==> src/rtl/traffic_controller_multi.sv <==
// Multi-road traffic light controller with ambulance preemption,
// night flashing mode and a violation warning/counter side channel.
module traffic_controller_multi #(
   parameter int N_ROADS  = 4,
   parameter int T_GREEN  = 100,
   parameter int T_YELLOW = 20,
   parameter int T_ALLRED = 5,
   parameter int T_FLASH  = 5,
   parameter int T_VIOL   = 10
) (
   input  logic                       clk,
   input  logic                       reset_n,
   input  logic [N_ROADS-1:0]         amb_req,
   input  logic                       night_mode,
   input  logic                       violation_force,
   output logic [2:0]                 state_out,
   output logic [$clog2(N_ROADS)-1:0] active_road,
   output logic [2*N_ROADS-1:0]       lights,
   output logic                       violation_warning,
   output logic [7:0]                 violation_count
);

   localparam int AW = $clog2(N_ROADS);
   localparam int LW = 2 * N_ROADS;

   localparam logic [31:0] LD_GREEN  = 32'(T_GREEN - 1);
   localparam logic [31:0] LD_YELLOW = 32'(T_YELLOW - 1);
   localparam logic [31:0] LD_ALLRED = 32'(T_ALLRED - 1);
   localparam logic [31:0] LD_FLASH  = 32'(T_FLASH - 1);
   localparam logic [31:0] LD_VIOL   = 32'(T_VIOL - 1);

   localparam logic [1:0] LT_YEL = 2'b01;
   localparam logic [1:0] LT_GRN = 2'b10;

   localparam logic [LW-1:0] ALL_RED = '0;
   localparam logic [LW-1:0] ALL_YEL = {N_ROADS{2'b01}};
   localparam logic [LW-1:0] ALL_OFF = {N_ROADS{2'b11}};

   typedef enum logic [2:0] {
      S_GREEN  = 3'd0,
      S_YELLOW = 3'd1,
      S_ALLRED = 3'd2,
      S_AMB    = 3'd3,
      S_NIGHT  = 3'd4
   } state_t;

   state_t         state;
   logic [31:0]    timer;
   logic [AW-1:0]  next_road;
   logic [AW-1:0]  amb_road;
   logic [N_ROADS-1:0] act_mask;
   logic           amb_any;
   logic           amb_mine;
   logic           amb_other;
   logic           tmr_zero;
   logic           green_exit;

   logic           vf_prev;
   logic           vf_rise;
   logic [31:0]    viol_tmr;

   // Road r shows code c, every other road red.
   function automatic logic [LW-1:0] one_lit(
      input logic [AW-1:0] r,
      input logic [1:0]    c
   );
      logic [LW-1:0] l;
      l = '0;
      l[2*int'(r) +: 2] = c;
      return l;
   endfunction

   function automatic logic [AW-1:0] lowest(
      input logic [N_ROADS-1:0] r
   );
      logic [AW-1:0] idx;
      idx = '0;
      for (int i = N_ROADS - 1; i >= 0; i--) begin
         if (r[i]) idx = AW'(i);
      end
      return idx;
   endfunction

   always_comb begin
      act_mask   = N_ROADS'(1) << active_road;
      amb_any    = |amb_req;
      amb_mine   = |(amb_req & act_mask);
      amb_other  = |(amb_req & ~act_mask);
      tmr_zero   = (timer == '0);
      amb_road   = lowest(amb_req);
      next_road  = (active_road == AW'(N_ROADS - 1)) ?
                   '0 : active_road + 1'b1;
      // Extension by the own-road ambulance masks the timeout.
      green_exit = amb_other | night_mode |
                   (~amb_mine & tmr_zero);
   end

   assign state_out = state;

   always_ff @(posedge clk or negedge reset_n) begin
      if (!reset_n) begin
         state       <= S_GREEN;
         active_road <= '0;
         timer       <= LD_GREEN;
         lights      <= one_lit('0, LT_GRN);
      end else begin
         unique case (state)
            S_GREEN: begin
               if (green_exit) begin
                  state  <= S_YELLOW;
                  timer  <= LD_YELLOW;
                  lights <= one_lit(active_road, LT_YEL);
               end else if (amb_mine) begin
                  timer <= LD_GREEN;
               end else begin
                  timer <= timer - 32'd1;
               end
            end
            S_YELLOW: begin
               if (tmr_zero) begin
                  state  <= S_ALLRED;
                  timer  <= LD_ALLRED;
                  lights <= ALL_RED;
               end else begin
                  timer <= timer - 32'd1;
               end
            end
            S_ALLRED: begin
               if (!tmr_zero) begin
                  timer <= timer - 32'd1;
               end else if (amb_any) begin
                  state       <= S_AMB;
                  active_road <= amb_road;
                  lights      <= one_lit(amb_road, LT_GRN);
               end else if (night_mode) begin
                  state  <= S_NIGHT;
                  timer  <= LD_FLASH;
                  lights <= ALL_YEL;
               end else begin
                  state       <= S_GREEN;
                  active_road <= next_road;
                  timer       <= LD_GREEN;
                  lights      <= one_lit(next_road, LT_GRN);
               end
            end
            S_AMB: begin
               if (!amb_mine) begin
                  state  <= S_YELLOW;
                  timer  <= LD_YELLOW;
                  lights <= one_lit(active_road, LT_YEL);
               end
            end
            S_NIGHT: begin
               if (!night_mode || amb_any) begin
                  state  <= S_ALLRED;
                  timer  <= LD_ALLRED;
                  lights <= ALL_RED;
               end else if (tmr_zero) begin
                  timer  <= LD_FLASH;
                  lights <= (lights == ALL_YEL) ? ALL_OFF : ALL_YEL;
               end else begin
                  timer <= timer - 32'd1;
               end
            end
            default: begin
               state  <= S_ALLRED;
               timer  <= LD_ALLRED;
               lights <= ALL_RED;
            end
         endcase
      end
   end

   assign vf_rise = violation_force & ~vf_prev;

   // Warning hold restarts on every new rising edge.
   always_ff @(posedge clk or negedge reset_n) begin
      if (!reset_n) begin
         vf_prev           <= 1'b0;
         violation_warning <= 1'b0;
         viol_tmr          <= '0;
         violation_count   <= '0;
      end else begin
         vf_prev <= violation_force;
         if (vf_rise) begin
            violation_warning <= 1'b1;
            viol_tmr          <= LD_VIOL;
            if (violation_count != 8'hFF)
               violation_count <= violation_count + 8'd1;
         end else if (violation_warning) begin
            if (viol_tmr == '0)
               violation_warning <= 1'b0;
            else
               viol_tmr <= viol_tmr - 32'd1;
         end
      end
   end

endmodule

==> config.mk <==
export PLATFORM = sky130hd
export DESIGN_NAME = traffic_controller_multi
export DESIGN_NICKNAME = d
export VERILOG_FILES = /design/src/rtl/traffic_controller_multi.sv
export SDC_FILE = /design/constraint.sdc
export NUM_CORES = 1
export LEC_CHECK = 0
export BUFFER_PORTS_ARGS = -buffer_cell sky130_fd_sc_hd__buf_2
export CAP_MARGIN = 20
export CELL_PAD_IN_SITES_DETAIL_PLACEMENT = 0
export CELL_PAD_IN_SITES_GLOBAL_PLACEMENT = 2
export CORE_UTILIZATION = 42
export CTS_CLUSTER_SIZE = 8
export DETAILED_ROUTE_END_ITERATION = 7
export GPL_ROUTABILITY_DRIVEN = 0
export PLACE_DENSITY_LB_ADDON = 0.1
export SYNTH_ARGS = -nofsm -noshare
export SYNTH_HDL_FRONTEND = slang
export SYNTH_SLANG_ARGS = --single-unit
==> constraint.sdc <==
create_clock -name clk -period 3.8 [get_ports clk]
set_clock_uncertainty 0.05 [all_clocks]
set_input_delay 0.76 -clock clk [delete_from_list [all_inputs] [get_ports clk]]
set_output_delay 0.76 -clock clk [all_outputs]
set_load 0.1 [all_outputs]
==> summary.md, run 1 <==
| Metric | Value |
|---|---|
| Worst Tran Pin Value | `0.815 ns` |
| Startpoint Class | `flop` |
| Synth top area share | `0.403` |
| Via count of the first global-routing pass | `4058` |
| TNS Setup | `0 ns` |
| Top Family by Delay on Critical Path | `compound AO/OA/AOI/OAI gates` |
| Max_cap viols | `0` |
| Post-DP HPWL | `8130 um` |
| Final global-route overflow total | `0` |
| Fillers | `1093` |
| Worst Path Buf+Inv | `2` |
| Tcrit/Tclk final | `0.830` |
| Synth area leaders | `dfrtp_1 40%, nor2_1 5.0%, xor2_1 4.3%` |
| Vias post-DR | `4240` |
| Synth Register Bits | `87` |
| Fin worst setup slack | `0.648 ns` |
| CTS root buffer | `clkbuf_16` |
| R2R Path End | `timer[12]` |
| DR pass1 iterations | `7` |
| Worst path max stage delay | `0.74 ns` |
| Layout cells sized above 1 | `0.157` |
| RSZ-0062 raised after global routing | `no` |
| Cts hold-fix bufs | `0` |
| Yosys top cell by area | `dfrtp_1` |
| Crit path DAT | `3.38 ns` |
| Syn Inst Count | `564` |
| Die W | `112 um` |
| Power per Cell Area | `863 nW/um^2` |
| CTS tree | `done` |
| CP max stage cell | `a222oi_1` |
| Layout area overhead | `13.1%` |
| R2R setup slack | `0.65 ns` |
| Commonest cells in the netlist | `82 x dfrtp_1, 68 x nor2_1, 47 x nand2_1` |
| Crit path capture type | `flop` |
| DRT iter0 DRCs | `206` |
| First-pass GRT wire length | `20600 um` |
| Syn_area_per_cell | `9.03 um^2` |
| Ys async rst share | `1.00` |
| Register clock-pin slew on the reported worst setup and hold paths | `0.06 ns` |
| Worst-path maximum fanout | `21` |
| Hold Violations, Final | `0` |
| Largest net degree at the start of global routing | `44` |
| Top-level port count | `30` |
| Post-Route WL | `12000 um` |
| Number of synthesized flops with an enable pin | `0` |
| Clock buffer count from CTS | `9` |
| CP startpoint | `active_road[0]` |
| Count leader, synth | `dfrtp_1` |
| CP most frequent cell | `inv_1` |
| Finished Core Util | `0.496` |
| Std-Cell Rows | `39` |
| Top FF cell, synth | `dfrtp_1` |
| Initial antenna violation count | `0` |
| CP Cell Sequence | `inv_1, ha_1, inv_1, a222oi_1, nand4_1, a21o_1, o21ai_0, a22o_1` |
| Peak VDD IR | `0.298 mV` |
| DR vias/cell | `5.73` |
| Max-slew headroom | `0.457` |
| Syn Nets | `584` |
| Diodes inserted | `0` |
| Pre-CTS setup slack | `0.685 ns` |
| Synthesized area | `5090 um^2` |
| H-tree levels | `3` |
| Worst Path Required | `4.03 ns` |
| Starting Density | `0.438` |
| Post-CTS setup buffers | `0` |
| Die ar. | `12600 um^2` |
| Routed Antenna Nets | `0` |
| Synth warn | `0` |
| Fmax | `317 MHz` |
| Post-synthesis sequential area ratio | `0.429` |
| Leakage power | `2.55 nW` |
| Post-layout nets | `612` |
| Synth unique cells | `64` |
| Skew-Pair Late Insertion Delay | `0.35 ns` |
| DR DRC count | `0` |
| Worst min path class | `input pin to async pin` |
| PortBufs | `29` |
| Core ar. | `11600 um^2` |
| WS Path Type | `flop to flop` |
| Longest Clk Path Bufs | `2` |
| Final critical-path required period | `3.15 ns` |
| Fin. max-slew vios | `0` |
| Hold Slack | `0.357 ns` |
| Final Setup Violations | `0` |
| Status | `completed` |
| Avg WL per Cell | `16.2 um` |
| CTS resizes | `0` |
| Reg2reg path depth | `8` |
| GRT Util Overall | `0.206` |
| Die Y | `112 um` |
| Reg-to-Reg Start | `active_road[0]` |
| Clock sink count | `87` |
cell type report:
type | instances | area, um^2 | share of cell area
Clock inverter | 4 | 77.6 | 0.0135
Multi-Input combinational cell | 433 | 2740 | 0.476
Tap cell | 143 | 179 | 0.0311
Timing Repair Buffer | 43 | 253 | 0.0439
Inverter | 18 | 67.6 | 0.0117
Clock buffer | 12 | 256 | 0.0445
Sequential cell | 87 | 2180 | 0.379
how the worst max path moves through the flow:
| stage | cells past startpoint | slack (ns) | endpoint |
|---|---|---|---|
| 4_1_cts | 8 | 0.67 | timer[13] |
| 3_5_place_dp | 6 | 0.69 | timer[19] |
| 2_1_floorplan | 9 | 0.55 | timer[16] |
| 3_3_place_gp | 6 | 0.73 | timer[7] |
| 5_1_grt | 8 | 0.35 | timer[12] |
| 6_report | 8 | 0.65 | timer[12] |
sequential cells by signal (all words and copies together) (netlist names):
register and count:
active_road 2, viol_tmr 32, vf_prev 1, lights 8
state_out 3, violation_count 8, timer 32, violation_warning 1
worst reg2reg max path: cells and delay by family (launching register included):
family	cells	cell delay (ns)
and+or+nand+nor	1	0.41
AOI/OAI and AO/OA	4	1.70
DFF	1	0.43
buffers and inverters	2	0.25
adders and majority gates	1	0.25
placed cells by master (no fill, tap or decap), types with 3 or more instances in the layout:
cell type	count
ha_1	12
a31oi_1	16
nand3_1	16
mux2_2	8
nand4_1	3
nand3b_1	4
o22ai_1	3
or2_2	3
o21bai_1	3
o21ai_0	35
inv_1	17
nand2_1	47
dfstp_2	5
o21a_1	4
mux2i_1	3
nor3b_1	5
buf_2	28
nand2b_1	6
nor3_2	3
a21oi_1	34
o31ai_1	8
nand4b_1	5
a22o_1	6
or4_1	6
xnor2_1	16
xor2_1	25
a311oi_1	3
nor4_1	15
nor2_1	68
a21o_1	3
dfrtp_1	82
nor3_1	24
clkbuf_16	9
nor2b_1	5
or3_1	8
buf_4	15
logic make-up (layout without fill, tap and decap cells):
family,Yosys count,in the layout,synth area share
compound gates,137,137,0.174
buf+inv,44,77,0.0354
flops,87,87,0.429
xor+xnor,41,41,0.0705
mux,11,11,0.0236
simple gates,232,232,0.239
fa+ha+maj,12,12,0.0295
metrics by stage:
stage	total power [mW]	cell area, um^2	instances
floorplan	3.46	5090	564
global placement	3.96	5430	724
detailed placement	4.00	5430	724
CTS	5.01	5760	740
global route	5.35	5760	740
finish	4.97	5760	740
power by group:
part	internal, mW	switching, mW
registers	1.26	0.350
logic	0.848	1.51
clock network	0.615	0.381
routing by layer:
| layer | vias to the layer above | share of wire | global-route usage |
|---|---|---|---|
| li1 | 2091 | - | - |
| met1 | 2048 | 0.49 | 0.290 |
| met2 | 85 | 0.45 | 0.317 |
| met3 | 16 | 0.038 | 0.0400 |
| met4 | 0 | 0.017 | 0.0756 |
| met5 | - | 0 | 0 |
No activity file was read; power rests on OpenSTA's default activity.
==> run 2: changes to the inputs <==
Settings changed: ABC_AREA from default to 1, CORE_UTILIZATION 42 to 33.
Clock period 3.8 ns to 2.66 ns, I/O delays scaled along.
==> run 2 against run 1 <==
Against the previous run: final cell count rose by 44%; critical path depth grew 2; first-iteration DRC count increased by 33%; via count rose by 22%; synthesized cell count rose by 41%; sequential cell count did not move; critical endpoint is now timer[9].
==> summary.md, run 2 <==
| Metric | Value |
|---|---|
| Commonest non-fill, non-tap cell in the layout | `nand2_1` |
| Synth Area in Compound Gates | `0.0694` |
| Register Area | `2180 um^2` |
| Fin worst setup slack | `0.212 ns` |
| Crit path capture type | `flop` |
| Number of synthesized flops with an enable pin | `0` |
| Fin. max-slew vios | `0` |
| Syn Nets | `816` |
| Top-level port count | `30` |
| Grt peak-use layer | `met2` |
| XOR/XNOR share of the synthesized area | `0.0630` |
| Post-DP HPWL | `12000 um` |
| Layout area overhead | `12.6%` |
| Status | `completed` |
| Post-CTS setup buffers | `0` |
| Yosys top cell by area | `dfrtp_1` |
| Skew-Pair Late Insertion Delay | `0.35 ns` |
| Count leader, synth | `nand2_1` |
| Final Setup Violations | `0` |
| Layout cells sized above 1 | `0.156` |
| Final critical-path required period | `2.45 ns` |
| Syn_area_per_cell | `7.34 um^2` |
| Biggest regs | `timer (32), viol_tmr (32)` |
| Pre-CTS setup slack | `0.211 ns` |
| Crit path DAT | `2.61 ns` |
| DR DRC count | `0` |
| GRT Util Overall | `0.183` |
| Avg WL per Cell | `14.8 um` |
| Largest net degree at the start of global routing | `53` |
| Global routing usage on met2 | `0.275` |
| Starting Density | `0.338` |
| Tcrit/Tclk final | `0.920` |
| Fmax | `409 MHz` |
| Die Y | `135 um` |
| Post-Synth Adder-Cell Area | `0.0257` |
| Vias post-DR | `5164` |
| Synth unique cells | `43` |
| Worst min path class | `input pin to async pin` |
| Core ar. | `17300 um^2` |
| Diodes inserted | `0` |
| Cts hold-fix bufs | `0` |
| CTS root buffer | `clkbuf_16` |
| Commonest cells in the netlist | `174 x nand2_1, 133 x nor2_1, 92 x inv_1` |
| Synth warn | `0` |
| DR pass1 iterations | `5` |
| Synthesized area | `5840 um^2` |
| Std-Cell Rows | `48` |
| Max_cap viols | `0` |
| RSZ-0062 raised after global routing | `no` |
| Synth Register Bits | `87` |
| TNS Setup | `0 ns` |
| Post-synthesis sequential area ratio | `0.374` |
| CTS tree | `done` |
| Area occupied by multi-input gates | `3180 um^2` |
| R2R Path End | `timer[9]` |
| Clock sink count | `87` |
| Hold Violations, Final | `0` |
| Via count of the first global-routing pass | `4986` |
| Worst path max stage delay | `0.47 ns` |
| Syn Inst Count | `796` |
| PortBufs | `29` |
| DRT iter0 DRCs | `275` |
| Post-layout nets | `857` |
| Die W | `135 um` |
| Post-Layout Cell Count | `1067` |
| WS Path Type | `flop to flop` |
| Top FF cell, synth | `dfrtp_1` |
| Most frequent cells in the layout | `174 x nand2_1, 132 x nor2_1, 92 x inv_1, 81 x dfrtp_1, 58 x nand3_1` |
| Largest family of logic cells by synthesized area | `simple AND/OR/NAND/NOR gates` |
| Worst Tran Pin Value | `0.749 ns` |
| Reg2reg path depth | `10` |
| Met3 Use GR | `0.0252` |
| DR vias/cell | `4.84` |
| Startpoint Class | `flop` |
| Final global-route overflow total | `0` |
| Reg-to-Reg Start | `active_road[1]` |
| Post-Route WL | `15800 um` |
| Synth top area share | `0.351` |
| Worst Path Required | `2.82 ns` |
| Synth area leaders | `dfrtp_1 35%, nand2_1 11%, nor2_1 8.5%` |
| Inst Count DP | `1051` |
| CTS resizes | `0` |
| Mux share of post-synthesis cell area | `0.00386` |
| Met1 global-route usage | `0.267` |
| Register clock-pin slew on the reported worst setup and hold paths | `0.08 ns` |
| CP most frequent cell | `nor2_4` |
| Worst-path maximum fanout | `15` |
| Initial antenna violation count | `0` |
| Die ar. | `18200 um^2` |
| H-tree levels | `3` |
| Fillers | `1884` |
| Ys async rst share | `1.00` |
| Max-slew headroom | `0.500` |
| Clock buffer count from CTS | `9` |
| CP Cell Sequence | `inv_1, ha_1, nand2_1, o21ai_2, nor2_4, nor2_4, inv_2, nand2_4, nor2_4, nor2_1` |
| Longest Clk Path Bufs | `2` |
| Synth Area in Simple Gates | `0.382` |
| First-pass GRT wire length | `25800 um` |
| CP max stage cell | `dfrtp_1` |
| R2R setup slack | `0.21 ns` |
| Routed Antenna Nets | `0` |
run 2: changes by cell type in the layout (fill, tap and decap cells not counted), moves of 12 or more:
| cell | delta |
|---|---|
| a21oi_1 | -22 |
| a31oi_1 | -15 |
| inv_1 | +75 |
| nand2_1 | +127 |
| nand2_2 | +12 |
| nand3_1 | +42 |
| nand4_1 | +32 |
| nor2_1 | +64 |
| nor2_2 | +16 |
| nor2_4 | +12 |
| nor4_1 | -12 |
run 2: cells by family (layout without fill, tap and decap cells):
logic type / after synthesis / in the layout
xor+xnor: 42 / 42
buf+inv: 112 / 158
compound gates: 67 / 67
simple gates: 474 / 474
fa+ha+maj: 12 / 12
flops: 87 / 87
mux: 2 / 2
run 2: final cells by class:
class | instances | area share
Inverter | 99 | 0.0565
Tap cell | 225 | 0.0428
Clock buffer | 9 | 0.0342
Clock inverter | 7 | 0.0131
Timing Repair Buffer | 43 | 0.0384
Sequential cell | 87 | 0.332
Multi-Input combinational cell | 597 | 0.483
run 2: worst max-delay path, delay by kind of cell (launching register included):
family / cells / cell delay (ns)
compound gates: 1 / 0.08
buf+inv: 2 / 0.38
flops: 1 / 0.47
fa+ha+maj: 1 / 0.24
simple gates: 6 / 1.10
run 2: metal layers:
layer,up-vias,share of wire
met2,69,0.43
met3,16,0.023
li1,2643,-
met5,-,0
met4,0,0.012
met1,2436,0.53
run 2: how the worst max path moves through the flow:
stage          depth (start not counted)      startpoint        end
3_5_place_dp                          10  active_road[0]  timer[19]
4_1_cts                               10  active_road[0]  timer[17]
3_3_place_gp                          10  active_road[0]  timer[17]
2_1_floorplan                         11  active_road[0]   timer[9]
5_1_grt                               13  active_road[1]  timer[17]
6_report                              10  active_road[1]   timer[9]
run 2: per-stage QoR:
| stage | utilization | hold WS (ns) | cell area [um^2] |
|---|---|---|---|
| floorplan | - | 0.186 | 5840 |
| global placement | 0.362 | 0.429 | 6270 |
| detailed placement | 0.362 | 0.424 | 6270 |
| CTS | 0.380 | 0.201 | 6580 |
| global route | 0.380 | 0.222 | 6580 |
| finish | 0.380 | 0.174 | 6580 |
Power of run 2 is not shown: default switching activity piles up to over one toggle a cycle in this logic, so the estimate is an artifact.
==> run 3: changes to the inputs <==
Settings changed: BUFFER_PORTS_ARGS -buffer_cell sky130_fd_sc_hd__buf_2 to -buffer_cell sky130_fd_sc_hd__buf_4, CORE_ASPECT_RATIO from default to 1.25.
==> run 3 against run 2 <==
Against the previous run: register-to-register slack improved by 0.04 ns; maximum frequency increased by 1.7%; critical path depth increased by 1; final cell count decreased by 0.75%; wire length increased by 0.82%; critical path type unchanged; critical endpoint unchanged.
==> summary.md, run 3 (same netlist as run 2, synthesis figures left out) <==
| Metric | Value |
|---|---|
| Fmax | `415 MHz` |
| Most frequent cells in the layout | `174 x nand2_1, 132 x nor2_1, 92 x inv_1, 81 x dfrtp_1, 58 x nand3_1` |
| DRT iter0 DRCs | `204` |
| Fillers | `1838` |
| Starting Density | `0.336` |
| Clock sink count | `87` |
| CTS root buffer | `clkbuf_16` |
| TNS Setup | `0 ns` |
| Longest Clk Path Bufs | `2` |
| Skew-Pair Late Insertion Delay | `0.36 ns` |
| Cts hold-fix bufs | `0` |
| PortBufs | `29` |
| H-tree levels | `3` |
| Top-level port count | `30` |
| WS Path Type | `flop to flop` |
| Final global-route overflow total | `0` |
| Max-slew headroom | `0.572` |
| Final Setup Violations | `0` |
| Die ar. | `18200 um^2` |
| Post-layout nets | `850` |
| Diodes inserted | `0` |
| DR DRC count | `0` |
| DR pass1 iterations | `4` |
| RSZ-0062 raised after global routing | `no` |
| Std-Cell Rows | `54` |
| Worst min path class | `input pin to async pin` |
| First-pass GRT wire length | `26300 um` |
| Layout area overhead | `12.6%` |
| Initial antenna violation count | `0` |
| Routed Antenna Nets | `0` |
| Commonest non-fill, non-tap cell in the layout | `nand2_1` |
| Fin. max-slew vios | `0` |
| Max_cap viols | `0` |
| R2R Path End | `timer[9]` |
| Avg WL per Cell | `15.1 um` |
| Die Y | `151 um` |
| Vias post-DR | `5186` |
| Hold Violations, Final | `0` |
| DR vias/cell | `4.90` |
| Clock buffer count from CTS | `9` |
| Worst Tran Pin Value | `0.641 ns` |
| Layout cells sized above 1 | `0.149` |
| Largest net degree at the start of global routing | `68` |
| Worst Path Required | `2.84 ns` |
| Post-DP HPWL | `12000 um` |
| Startpoint Class | `flop` |
| R2R setup slack | `0.25 ns` |
| Biggest regs | `timer (32), viol_tmr (32)` |
| Via count of the first global-routing pass | `5132` |
| Reg2reg path depth | `11` |
| Post-Route WL | `15900 um` |
| CTS tree | `done` |
| Status | `completed` |
| GRT Util Overall | `0.188` |
| Reg-to-Reg Start | `active_road[1]` |
| Worst-path maximum fanout | `15` |
| Final critical-path required period | `2.41 ns` |
| Crit path DAT | `2.59 ns` |
| Tcrit/Tclk final | `0.905` |
| Crit path capture type | `flop` |
| Core ar. | `17400 um^2` |
| Register clock-pin slew on the reported worst setup and hold paths | `0.07 ns` |
| Die W | `121 um` |
-- run 3: cell types whose count changed in the layout (fill, tap and decap cells not counted), sizes merged --
cell | previous run | this run
buf | 43 | 36
clkinvlp | 1 | 2
clkinv | 1 | 2
inv | 103 | 102
bufinv | 1 | 0
-- run 3: worst max-delay path by stage --
stage              startpoint         to  slack, ns  cells past startpoint
6_report       active_road[1]   timer[9]       0.25                     11
5_1_grt        active_road[1]  timer[17]       0.04                     13
2_1_floorplan  active_road[0]   timer[9]       0.03                     11
3_3_place_gp   active_road[0]  timer[17]       0.32                     10
4_1_cts        active_road[0]   timer[9]       0.18                     10
3_5_place_dp   active_road[0]  timer[18]       0.20                     10
-- run 3: area by class of cell --
type                            instances  area (um^2)  area share
Clock buffer                            9          225      0.0342
Clock inverter                          7         55.1     0.00837
Inverter                               99          372      0.0565
Multi-Input combinational cell        597         3180       0.483
Sequential cell                        87         2180       0.332
Tap cell                              224          280      0.0426
Timing Repair Buffer                   36          283      0.0430
-- run 3: per-stage QoR --
step	area (um^2)	util	cells	worst slack, ns	hold slack [ns]
after CTS	6580	0.379	1059	0.179	0.0144
final	6580	0.379	1059	0.253	0.00510
after global routing	6580	0.379	1059	0.0404	0.0347
after detailed placement	6290	0.363	1043	0.197	0.399
after floorplan	5840	-	796	0.0332	0.186
after global placement	6290	0.363	1043	0.322	0.395
-- run 3: per-layer routing --
metal  track usage  vias up  share of wire
li1              -     2623              -
met1         0.222     2478           0.43
met2         0.337       63           0.52
met3        0.0235       22          0.019
met4        0.0840        0          0.027
met5             0        -              0
-- run 3: critical path, stage by stage, from the launching register on --
cell and delay [ns]:
dfrtp_1 0.47, inv_1 0.14, ha_1 0.23, nand2_1 0.09
o21ai_2 0.08, nor2_4 0.23, nor2_4 0.10, inv_2 0.22
nand2_4 0.20, nor2_2 0.23, xor2_1 0.16, nor2_1 0.06
-- run 3: repair_timing --
| item | in CTS | in global routing |
|---|---|---|
| setup buffers | 0 | 0 |
| setup endpoints to repair | 0 | 14 |
| gates resized for setup | 0 | 1 |
Power of run 3 is left out for the same reason.
